### config.mk
export PLATFORM = sky130hd
export DESIGN_NAME = layer_sequencer_flat
export DESIGN_NICKNAME = d
export VERILOG_FILES = /design/src/rtl/layer_sequencer_if.sv /design/src/rtl/layer_sequencer.sv /design/src/flat_wrapper.sv
export SDC_FILE = /design/constraint.sdc
export NUM_CORES = 1
export LEC_CHECK = 0
export ABC_AREA = 1
export CAP_MARGIN = 20
export CORE_MARGIN = 1.5
export CORE_UTILIZATION = 50
export CTS_CLUSTER_DIAMETER = 80
export CTS_CLUSTER_SIZE = 30
export DETAILED_ROUTE_END_ITERATION = 8
export GPL_TIMING_DRIVEN = 0
export PLACE_DENSITY = 0.73
export SLEW_MARGIN = 25
export SYNTH_ARGS = -nofsm -noshare
export SYNTH_HDL_FRONTEND = slang
export SYNTH_SLANG_ARGS = --single-unit
### constraint.sdc
create_clock -name clk -period 3.7 [get_ports clk]
set_clock_uncertainty 0.2 [all_clocks]
set_input_delay 0.37 -clock clk [delete_from_list [all_inputs] [get_ports clk]]
set_output_delay 0.37 -clock clk [all_outputs]
set_load 0.01 [all_outputs]
### src/rtl/layer_sequencer_if.sv
// Bus bundle between a layer sequencer, its upstream/downstream
// neighbours and the neuron array it drives.
interface layer_sequencer_if #(
    parameter int NUM_NEURON = 10,
    parameter int dataWidth  = 16
);
    logic [dataWidth-1:0]            s_data;
    logic                            s_valid;
    logic                            s_ready;
    logic [dataWidth-1:0]            neuron_in;
    logic                            neuron_in_valid;
    logic [NUM_NEURON*dataWidth-1:0] neuron_out;
    logic [NUM_NEURON-1:0]           neuron_outvalid;
    logic [dataWidth-1:0]            m_data;
    logic                            m_valid;
    logic                            m_ready;
    logic                            busy;
    logic                            timeout_err;

    modport master (
        input  s_data, s_valid, neuron_out, neuron_outvalid, m_ready,
        output s_ready, neuron_in, neuron_in_valid, m_data, m_valid,
        output busy, timeout_err
    );

    modport slave (
        output s_data, s_valid, neuron_out, neuron_outvalid, m_ready,
        input  s_ready, neuron_in, neuron_in_valid, m_data, m_valid,
        input  busy, timeout_err
    );
endinterface

### src/rtl/layer_sequencer.sv
// Buffers one layer's inputs, broadcasts them to the neurons as one
// gap-free burst, gathers every neuron result and streams them out.
module layer_sequencer #(
    parameter int NUM_INPUT  = 10,
    parameter int NUM_NEURON = 10,
    parameter int dataWidth  = 16,
    parameter int TIMEOUT    = 64
) (
    input logic clk,
    input logic rst,
    layer_sequencer_if.master bus
);
    localparam int IC = $clog2(NUM_INPUT + 1);
    localparam int OC = $clog2(NUM_NEURON + 1);
    localparam int TC = $clog2(TIMEOUT + 1);
    localparam int IA = (NUM_INPUT > 1) ? $clog2(NUM_INPUT) : 1;
    localparam int OA = (NUM_NEURON > 1) ? $clog2(NUM_NEURON) : 1;

    localparam logic [IC-1:0] IN_LAST  = IC'(NUM_INPUT - 1);
    localparam logic [IC-1:0] IN_END   = IC'(NUM_INPUT);
    localparam logic [IC-1:0] IN_ONE   = IC'(1);
    localparam logic [OC-1:0] OUT_LAST = OC'(NUM_NEURON - 1);
    localparam logic [OC-1:0] OUT_END  = OC'(NUM_NEURON);
    localparam logic [OC-1:0] OUT_ONE  = OC'(1);
    localparam logic [TC-1:0] TO_LAST  = TC'(TIMEOUT - 1);
    localparam logic [TC-1:0] TO_ONE   = TC'(1);

    typedef enum logic [1:0] {S_LOAD, S_FEED, S_WAIT, S_DRAIN} state_t;

    state_t state, state_nx;

    logic [IC-1:0] wr_cnt, wr_nx, rd_cnt, rd_nx;
    logic [OC-1:0] out_cnt, out_nx, sel;
    logic [TC-1:0] wt_cnt, wt_nx;
    logic [NUM_NEURON-1:0] cap_mask, mask_nx, mask_all;

    logic                 s_ready_q, s_ready_nx;
    logic [dataWidth-1:0] nin_q, nin_nx;
    logic                 nin_v_q, nin_v_nx;
    logic [dataWidth-1:0] m_data_q, m_data_nx, word;
    logic                 m_valid_q, m_valid_nx;
    logic                 busy_q, busy_nx;
    logic                 err_q, err_nx;
    logic                 in_we;

    logic [dataWidth-1:0] in_buf  [NUM_INPUT];
    logic [dataWidth-1:0] res_buf [NUM_NEURON];

    always_comb begin
        state_nx   = state;
        wr_nx      = wr_cnt;
        rd_nx      = rd_cnt;
        out_nx     = out_cnt;
        wt_nx      = wt_cnt;
        mask_nx    = cap_mask;
        s_ready_nx = s_ready_q;
        nin_nx     = nin_q;
        nin_v_nx   = nin_v_q;
        m_data_nx  = m_data_q;
        m_valid_nx = m_valid_q;
        busy_nx    = busy_q;
        err_nx     = err_q;
        in_we      = 1'b0;
        mask_all   = cap_mask | bus.neuron_outvalid;

        // Word to present next: current index on entry, else the following one.
        sel  = m_valid_q ? out_cnt + OUT_ONE : out_cnt;
        word = '0;
        if (sel != OUT_END && cap_mask[sel[OA-1:0]])
            word = res_buf[sel[OA-1:0]];

        unique case (state)
            S_LOAD: begin
                if (bus.s_valid && s_ready_q) begin
                    in_we = 1'b1;
                    wr_nx = wr_cnt + IN_ONE;
                    if (wr_cnt == IN_LAST) begin
                        wr_nx      = '0;
                        state_nx   = S_FEED;
                        s_ready_nx = 1'b0;
                        busy_nx    = 1'b1;
                    end
                end
            end
            S_FEED: begin
                if (rd_cnt != IN_END) begin
                    nin_nx   = in_buf[rd_cnt[IA-1:0]];
                    nin_v_nx = 1'b1;
                    rd_nx    = rd_cnt + IN_ONE;
                end else begin
                    nin_v_nx = 1'b0;
                    rd_nx    = '0;
                    state_nx = S_WAIT;
                end
            end
            S_WAIT: begin
                mask_nx = mask_all;
                if (&mask_all) begin
                    state_nx = S_DRAIN;
                    wt_nx    = '0;
                end else if (wt_cnt == TO_LAST) begin
                    err_nx   = 1'b1;
                    state_nx = S_DRAIN;
                    wt_nx    = '0;
                end else begin
                    wt_nx = wt_cnt + TO_ONE;
                end
            end
            S_DRAIN: begin
                if (!m_valid_q) begin
                    m_valid_nx = 1'b1;
                    m_data_nx  = word;
                end else if (bus.m_ready) begin
                    if (out_cnt == OUT_LAST) begin
                        m_valid_nx = 1'b0;
                        mask_nx    = '0;
                        out_nx     = '0;
                        state_nx   = S_LOAD;
                        s_ready_nx = 1'b1;
                        busy_nx    = 1'b0;
                    end else begin
                        out_nx    = out_cnt + OUT_ONE;
                        m_data_nx = word;
                    end
                end
            end
            default: state_nx = S_LOAD;
        endcase
    end

    always_ff @(posedge clk or posedge rst) begin
        if (rst) begin
            state     <= S_LOAD;
            wr_cnt    <= '0;
            rd_cnt    <= '0;
            out_cnt   <= '0;
            wt_cnt    <= '0;
            cap_mask  <= '0;
            s_ready_q <= 1'b1;
            nin_q     <= '0;
            nin_v_q   <= 1'b0;
            m_data_q  <= '0;
            m_valid_q <= 1'b0;
            busy_q    <= 1'b0;
            err_q     <= 1'b0;
        end else begin
            state     <= state_nx;
            wr_cnt    <= wr_nx;
            rd_cnt    <= rd_nx;
            out_cnt   <= out_nx;
            wt_cnt    <= wt_nx;
            cap_mask  <= mask_nx;
            s_ready_q <= s_ready_nx;
            nin_q     <= nin_nx;
            nin_v_q   <= nin_v_nx;
            m_data_q  <= m_data_nx;
            m_valid_q <= m_valid_nx;
            busy_q    <= busy_nx;
            err_q     <= err_nx;
        end
    end

    // Data buffers carry no reset; validity is tracked by counters and cap_mask.
    always_ff @(posedge clk) begin
        if (in_we)
            in_buf[wr_cnt[IA-1:0]] <= bus.s_data;
        for (int k = 0; k < NUM_NEURON; k++)
            if (state == S_WAIT && bus.neuron_outvalid[k])
                res_buf[k] <= bus.neuron_out[k*dataWidth +: dataWidth];
    end

    assign bus.s_ready         = s_ready_q;
    assign bus.neuron_in       = nin_q;
    assign bus.neuron_in_valid = nin_v_q;
    assign bus.m_data          = m_data_q;
    assign bus.m_valid         = m_valid_q;
    assign bus.busy            = busy_q;
    assign bus.timeout_err     = err_q;
endmodule

### src/flat_wrapper.sv
// flat-port wrapper written by rule: the top's interface ports become plain ports
module layer_sequencer_flat 
#(
    parameter int NUM_INPUT  = 10,
    parameter int NUM_NEURON = 10,
    parameter int dataWidth  = 16,
    parameter int TIMEOUT    = 64
)
  (clk, rst, bus_s_data, bus_s_valid, bus_neuron_out, bus_neuron_outvalid, bus_m_ready, bus_s_ready, bus_neuron_in, bus_neuron_in_valid, bus_m_data, bus_m_valid, bus_busy, bus_timeout_err);
  layer_sequencer_if #(.NUM_NEURON(NUM_NEURON), .dataWidth(dataWidth)) bus_i ();
  input logic clk;
  input logic rst;
  input wire logic [$bits(bus_i.s_data)-1:0] bus_s_data;
  input wire logic [$bits(bus_i.s_valid)-1:0] bus_s_valid;
  input wire logic [$bits(bus_i.neuron_out)-1:0] bus_neuron_out;
  input wire logic [$bits(bus_i.neuron_outvalid)-1:0] bus_neuron_outvalid;
  input wire logic [$bits(bus_i.m_ready)-1:0] bus_m_ready;
  output wire logic [$bits(bus_i.s_ready)-1:0] bus_s_ready;
  output wire logic [$bits(bus_i.neuron_in)-1:0] bus_neuron_in;
  output wire logic [$bits(bus_i.neuron_in_valid)-1:0] bus_neuron_in_valid;
  output wire logic [$bits(bus_i.m_data)-1:0] bus_m_data;
  output wire logic [$bits(bus_i.m_valid)-1:0] bus_m_valid;
  output wire logic [$bits(bus_i.busy)-1:0] bus_busy;
  output wire logic [$bits(bus_i.timeout_err)-1:0] bus_timeout_err;
  assign bus_i.s_data = bus_s_data;
  assign bus_i.s_valid = bus_s_valid;
  assign bus_i.neuron_out = bus_neuron_out;
  assign bus_i.neuron_outvalid = bus_neuron_outvalid;
  assign bus_i.m_ready = bus_m_ready;
  assign bus_s_ready = bus_i.s_ready;
  assign bus_neuron_in = bus_i.neuron_in;
  assign bus_neuron_in_valid = bus_i.neuron_in_valid;
  assign bus_m_data = bus_i.m_data;
  assign bus_m_valid = bus_i.m_valid;
  assign bus_busy = bus_i.busy;
  assign bus_timeout_err = bus_i.timeout_err;
  layer_sequencer #(.NUM_INPUT(NUM_INPUT), .NUM_NEURON(NUM_NEURON), .dataWidth(dataWidth), .TIMEOUT(TIMEOUT)) u_core (.clk(clk), .rst(rst), .bus(bus_i));
endmodule
==> flow_metrics.env, run 1 <==
export IMPL_outcome="complete, no violations"
export IMPL_grt_usage=0.270
export IMPL_final_cells=2060
export IMPL_grt_pass1_wl_um=66900
export IMPL_drv_cap=0
export IMPL_vias_per_cell=5.68
export IMPL_cts_resized=0
export IMPL_cts_buffer_depth=3
export IMPL_cts_sinks=388
export IMPL_htreeDepth=1
export IMPL_ys_types=42
export IMPL_ios=227
export IMPL_drv_slew=0
export IMPL_netlist_area_mm2=0.0159
export IMPL_maxSlewHeadroom=0.458
export IMPL_routedWlPerCell_um=21.5
export IMPL_final_common_cell="edfxtp_1"
export IMPL_syn_avg_cell_area_um2=11.6
export IMPL_die_y_um=181
export IMPL_coreArea_mm2=0.0315
export IMPL_worst_setup_path_end_kind="flop"
export IMPL_rrSetupSlack_ns=0.85
export IMPL_std_cell_rows=65
export IMPL_drive_above_1_share=0.0765
export IMPL_grt_setup_unrepaired="false"
export IMPL_tns_ns=0
export IMPL_synth_seq_area_share=0.710
export IMPL_synth_area_top_cells="edfxtp_1 (60%), dfrtp_1 (11%), nand3_1 (6.8%)"
export IMPL_dr_first_iter_drc_count=1120
export IMPL_final_period_utilization=0.769
export IMPL_grt_max_degree=43
export IMPL_tightest_slew_ns=0.812
export IMPL_cts_buffers=19
export IMPL_syn_inst=1372
export IMPL_path_class="reg2reg"
export IMPL_wirelength_um=44300
export IMPL_dp_cells=2014
export IMPL_antenna_found_initial=11
export IMPL_grt_overflow=0
export IMPL_final_hold_viol_count=0
export IMPL_cts_root_buf="clkbuf_16"
export IMPL_cp_endpoint="u_core.in_buf[3][9]$_DFFE_PP_"
export IMPL_p_leak_nw=7.46
export IMPL_area_growth_pct=22.7
export IMPL_async_flop_share=0.175
export IMPL_hold_class="in2reg"
export IMPL_post_dp_cell_area_mm2=0.0189
export IMPL_cts_tree="done"
export IMPL_vias=11708
export IMPL_ant_nets=0
export IMPL_first_global_vias=11381
export IMPL_yosysTopAreaCellShare=0.603
export IMPL_final_cell_mix="edfxtp_1 (320), nand2_1 (260), clkdlybuf4s50_1 (226)"
export IMPL_clk_pin_slew_ns=0.11
export IMPL_period_needed_ns=2.85
export IMPL_clkLatencyLatePin_ns=0.55
export IMPL_cp_startpoint="u_core.state[1]$_DFFE_PP0P_"
export IMPL_synth_flop_cell="edfxtp_1"
export IMPL_yosys_warnings=0
export IMPL_timing_rr_start="u_core.state[1]$_DFFE_PP0P_"
export IMPL_synth_edf_count=320
export IMPL_critPathLaunchType="flop"
export IMPL_fillers=2423
export IMPL_setup_viol=0
export IMPL_finalNetCount=1831
export IMPL_die_area_mm2=0.0329
export IMPL_critPathArrivalTime_ns=2.88
export IMPL_crit_required_ns=3.73
export IMPL_synth_seq_cells=388
export IMPL_drtPass1Iterations=7
export IMPL_reg2reg_depth=10
export IMPL_numPortBuffers=226
export IMPL_fmax_mhz=351
export IMPL_final_area_mm2=0.0195
export IMPL_peakVddDrop_mv=0.419
export IMPL_power_per_cell_area_mw_per_mm2=748
export IMPL_rr_endpoint="u_core.in_buf[3][9]$_DFFE_PP_"
export IMPL_place_congestion=0.927
export IMPL_fin_hold_ws_ns=0.173
export IMPL_hpwlAfterDp_um=32000
export IMPL_drc_errors=0
export IMPL_yosysTopAreaCell="edfxtp_1"
export IMPL_start_util=0.506
export IMPL_fp_dieW_um=181
export IMPL_critPathMaxFanout=7
export IMPL_syn_num_nets=1569
==> registers in the layout, summed over array words and instances (netlist names) <==
name,cells
u_core.bus.busy,1
u_core.bus.m_data,16
u_core.bus.m_valid,1
u_core.bus.neuron_in,16
u_core.bus.neuron_in_valid,1
u_core.bus.s_ready,1
u_core.bus.timeout_err,1
u_core.cap_mask,10
u_core.in_buf,160
u_core.out_cnt,4
u_core.rd_cnt,4
u_core.res_buf,160
u_core.state,2
u_core.wr_cnt,4
u_core.wt_cnt,7
==> power breakdown <==
part           switching (mW)  total (mW)  internal (mW)  leakage (nW)
clock network            1.44        2.45           1.01         0.293
logic                    4.24        6.41           2.17          3.43
registers               0.324        5.76           5.44          3.74
==> worst min-delay path by stage <==
stage	startpoint	to	slack [ns]	cells after the start
finish	bus_neuron_out[117]	u_core.res_buf[7][5]$_DFFE_PP_	0.17	1
global route	bus_neuron_out[16]	u_core.res_buf[1][0]$_DFFE_PP_	0.16	1
CTS	bus_neuron_out[100]	u_core.res_buf[6][4]$_DFFE_PP_	0.16	1
detailed placement	u_core.bus.m_data[12]$_DFFE_PP0P_	u_core.bus.m_data[12]$_DFFE_PP0P_	0.27	2
global placement	u_core.bus.m_data[6]$_DFFE_PP0P_	u_core.bus.m_data[6]$_DFFE_PP0P_	0.26	2
floorplan	bus_s_data[0]	u_core.in_buf[0][0]$_DFFE_PP_	0.27	0
==> what timing repair did <==
item,4_1_cts,5_1_grt
endpoints found under the hold margin,25,0
setup buffers,0,0
setup endpoints to repair,0,0
hold buffers,1,0
==> cell usage after synthesis, types with 7 or more instances <==
cell,instances
o21ai_0,68
o21ai_1,13
nand2_1,260
edfxtp_1,320
ha_1,7
o22ai_1,12
buf_4,10
inv_1,82
o211ai_1,19
dfrtp_1,67
nor2_1,139
nand4_1,14
a21oi_1,21
nand3_1,215
clkbuf_1,22
a22oi_1,18
buf_2,31
==> per-layer routing <==
metal,vias up,global-route usage,wire [µm]
met5,-,0,46
met4,8,0.110,1790
met3,106,0.0481,3940
met2,573,0.449,21200
met1,5681,0.352,17300
li1,5340,-,-
==> cell families (layout without fill, tap and decap cells) <==
logic type / after synthesis / count (layout) / share of synthesized area
AND/OR/NAND/NOR: 652 / 652 / 0.178
flip-flops: 388 / 388 / 0.710
AO/OA/AOI/OAI: 160 / 160 / 0.0587
buffers and inverters: 159 / 434 / 0.0443
adder cells (fa/ha/maj): 7 / 7 / 0.00550
XOR/XNOR: 5 / 5 / 0.00275
multiplexers: 1 / 1 / 0.000628
other: 0 / 11 / 0
==> worst max-delay path, stage by stage (launching register included) <==
cell	delay, ns
dfrtp_1	0.43
inv_1	0.09
ha_1	0.20
inv_1	0.05
nor2_1	0.23
inv_1	0.16
nor2_1	0.15
inv_1	0.10
nor3_2	0.51
buf_6	0.24
buf_6	0.16
==> layout make-up <==
type	count	area (µm²)	area share
antenna	11	27.5	0.00141
buffer	69	365	0.0187
clock buffer	23	490	0.0251
clock inverter	11	119	0.00608
inverter	90	343	0.0175
multi-input combinational	825	3940	0.202
sequential	388	11300	0.579
tap	402	503	0.0257
timing repair buffer	241	2450	0.125
==> stage by stage <==
stage | power [mW] | setup slack (ns) | util
finish | 14.6 | 0.854 | 0.621
global route | 15.4 | 0.681 | 0.621
CTS | 14.6 | 0.880 | 0.620
detailed placement | 12.2 | 0.742 | 0.601
global placement | 12.0 | -0.716 | 0.594
floorplan | 9.73 | 0.698 | -
Power figures use the tool's default switching activity.
==> inputs of run 2 (changes only) <==
Clock period 3.7 ns to 2.85 ns, I/O delays scaled along.
==> run 2 against run 1 <==
Flip-flop and latch count is the same; combinational power grew 33%; first-iteration DRC count grew 36%; worst hold slack lost 0.083 ns; sequential power grew 30%; maximum frequency grew 12%; utilization is essentially flat; clock power grew 33%; clock-buffer cell count grew 1; global-route usage grew 0.85 points; die area is the same; non-clock buffer count shrank 2.
==> flow_metrics.env, run 2 (synthesized netlist as in run 1, its figures left out) <==
export IMPL_outcome="complete, no violations"
export IMPL_seqPwrFrac=0.389
export IMPL_intPower_mw=11.2
export IMPL_die_area_mm2=0.0329
export IMPL_period_needed_ns=2.55
export IMPL_std_cell_rows=65
export IMPL_drive_above_1_share=0.0760
export IMPL_drtPass1Iterations=7
export IMPL_drv_cap=0
export IMPL_grt_usage=0.278
export IMPL_cp_common_cell="inv_1"
export IMPL_final_cell_mix="edfxtp_1 (320), nand2_1 (260), clkdlybuf4s50_1 (226)"
export IMPL_die_y_um=181
export IMPL_start_util=0.506
export IMPL_grt_setup_unrepaired="false"
export IMPL_path_class="reg2reg"
export IMPL_tns_ns=0
export IMPL_finish_utilization=0.621
export IMPL_final_period_utilization=0.895
export IMPL_vias=11717
export IMPL_area_growth_pct=22.7
export IMPL_swShare=0.416
export IMPL_first_global_vias=11200
export IMPL_drv_slew=0
export IMPL_cts_buffer_depth=3
export IMPL_wirelength_um=45800
export IMPL_hold_class="in2reg"
export IMPL_maxSlewHeadroom=0.478
export IMPL_rrSetupSlack_ns=0.30
export IMPL_grt_pass1_wl_um=68500
export IMPL_dr_first_iter_drc_count=1525
export IMPL_power_frac_comb=0.442
export IMPL_p_leak_nw=7.47
export IMPL_routedWlPerCell_um=22.3
export IMPL_vias_per_cell=5.71
export IMPL_cts_sinks=388
export IMPL_met2_usage=0.477
export IMPL_hpwlAfterDp_um=32700
export IMPL_ios=227
export IMPL_crit_required_ns=2.89
export IMPL_cts_buffers=19
export IMPL_final_hold_viol_count=0
export IMPL_cts_tree="done"
export IMPL_fp_dieW_um=181
export IMPL_clk_pin_slew_ns=0.12
export IMPL_antenna_found_initial=6
export IMPL_peakVddDrop_mv=0.631
export IMPL_cpPeakStageDelay_ns=0.43
export IMPL_worst_setup_path_end_kind="flop"
export IMPL_power_frac_clock=0.169
export IMPL_coreArea_mm2=0.0315
export IMPL_cts_root_buf="clkbuf_16"
export IMPL_fillers=2477
export IMPL_critPathLaunchType="flop"
export IMPL_final_common_cell="edfxtp_1"
export IMPL_clkLatencyLatePin_ns=0.54
export IMPL_tightest_slew_ns=0.782
export IMPL_grtUsageMet1=0.369
export IMPL_grt_use_met3=0.0501
export IMPL_grt_overflow=0
export IMPL_crit_slowest_cell="dfrtp_1"
export IMPL_ant_nets=0
export IMPL_numPortBuffers=226
export IMPL_setup_viol=0
export IMPL_htreeDepth=1
export IMPL_power_per_cell_area_mw_per_mm2=985
export IMPL_top_usage_layer="met2"
export IMPL_path_cells="inv_1, ha_1, inv_1, nor2_2, inv_1, nor2_1, inv_1, nor3_4, buf_6, buf_6"
export IMPL_critPathMaxFanout=6
export IMPL_grt_max_degree=43
export IMPL_fmax_mhz=392
export IMPL_critPathArrivalTime_ns=2.59
export IMPL_finalNetCount=1829
export IMPL_switching_power_mw=8.01
export IMPL_place_congestion=0.906
export IMPL_drc_errors=0
## run 2: worst paths after layout
kind,start,end,cells past startpoint
worst max-delay path,u_core.state[1]$_DFFE_PP0P_,u_core.in_buf[3][0]$_DFFE_PP_,10
worst min-delay path,bus_neuron_out[110],u_core.res_buf[6][14]$_DFFE_PP_,1
worst max register to register,u_core.state[1]$_DFFE_PP0P_,u_core.in_buf[3][0]$_DFFE_PP_,10
worst min register to register,u_core.bus.timeout_err$_DFFE_PP0P_,u_core.bus.timeout_err$_DFFE_PP0P_,1
max in group asynchronous,rst,u_core.bus.s_ready$_DFFE_PP1P_,4
min in group asynchronous,rst,u_core.bus.neuron_in[5]$_DFFE_PP0P_,3
## run 2: what timing repair did
item / in CTS / in global routing
hold endpoints to repair: 26 / 0
hold buffers: 1 / 0
setup endpoints to repair: 0 / 21
resized for setup: 0 / 1
setup buffers: 0 / 3
## run 2: final cells by class
| type | instances | area, µm² | share of cell area |
|---|---|---|---|
| tap | 402 | 503 | 0.0257 |
| inverter | 90 | 343 | 0.0175 |
| timing repair buffer | 239 | 2410 | 0.123 |
| buffer | 69 | 365 | 0.0187 |
| sequential | 388 | 11300 | 0.579 |
| multi-input combinational | 825 | 3980 | 0.204 |
| clock buffer | 24 | 504 | 0.0258 |
| clock inverter | 10 | 115 | 0.00589 |
| antenna | 6 | 15.0 | 0.000768 |
## run 2: layer usage
metal	routed length, µm	vias to the layer above
met5	14	-
met4	1090	2
met3	4560	79
met2	22800	639
met1	17400	5660
li1	-	5337
## run 2: power groups by stage
stage               clock [mW]  combinational, mW  sequential [mW]
floorplan                    0               5.04             7.60
global placement             0               8.13             7.57
detailed placement           0               8.37             7.60
CTS                       3.27               8.42             7.48
global route              3.46               9.20             7.57
finish                    3.25               8.50             7.49
## run 2: worst max-delay path: cells and delay by family (launching register included)
family / cells / cell delay, ns
adders and majority gates: 1 / 0.21
buffers and inverters: 6 / 0.81
DFF: 1 / 0.43
and+or+nand+nor: 3 / 0.60
## run 2: per-stage QoR
| step | worst slack (ns) | hold slack [ns] | std cells | power [mW] | instance area (µm²) |
|---|---|---|---|---|---|
| after floorplan | 0.0795 | 0.184 | 1372 | 12.6 | 15900 |
| after global placement | -1.20 | 0.264 | 2000 | 15.7 | 18700 |
| after detailed placement | 0.0283 | 0.265 | 2009 | 16.0 | 18900 |
| after CTS | 0.0567 | 0.0760 | 2044 | 19.2 | 19500 |
| after global routing | 0.0834 | 0.0767 | 2047 | 20.2 | 19500 |
| final | 0.299 | 0.0897 | 2053 | 19.2 | 19500 |
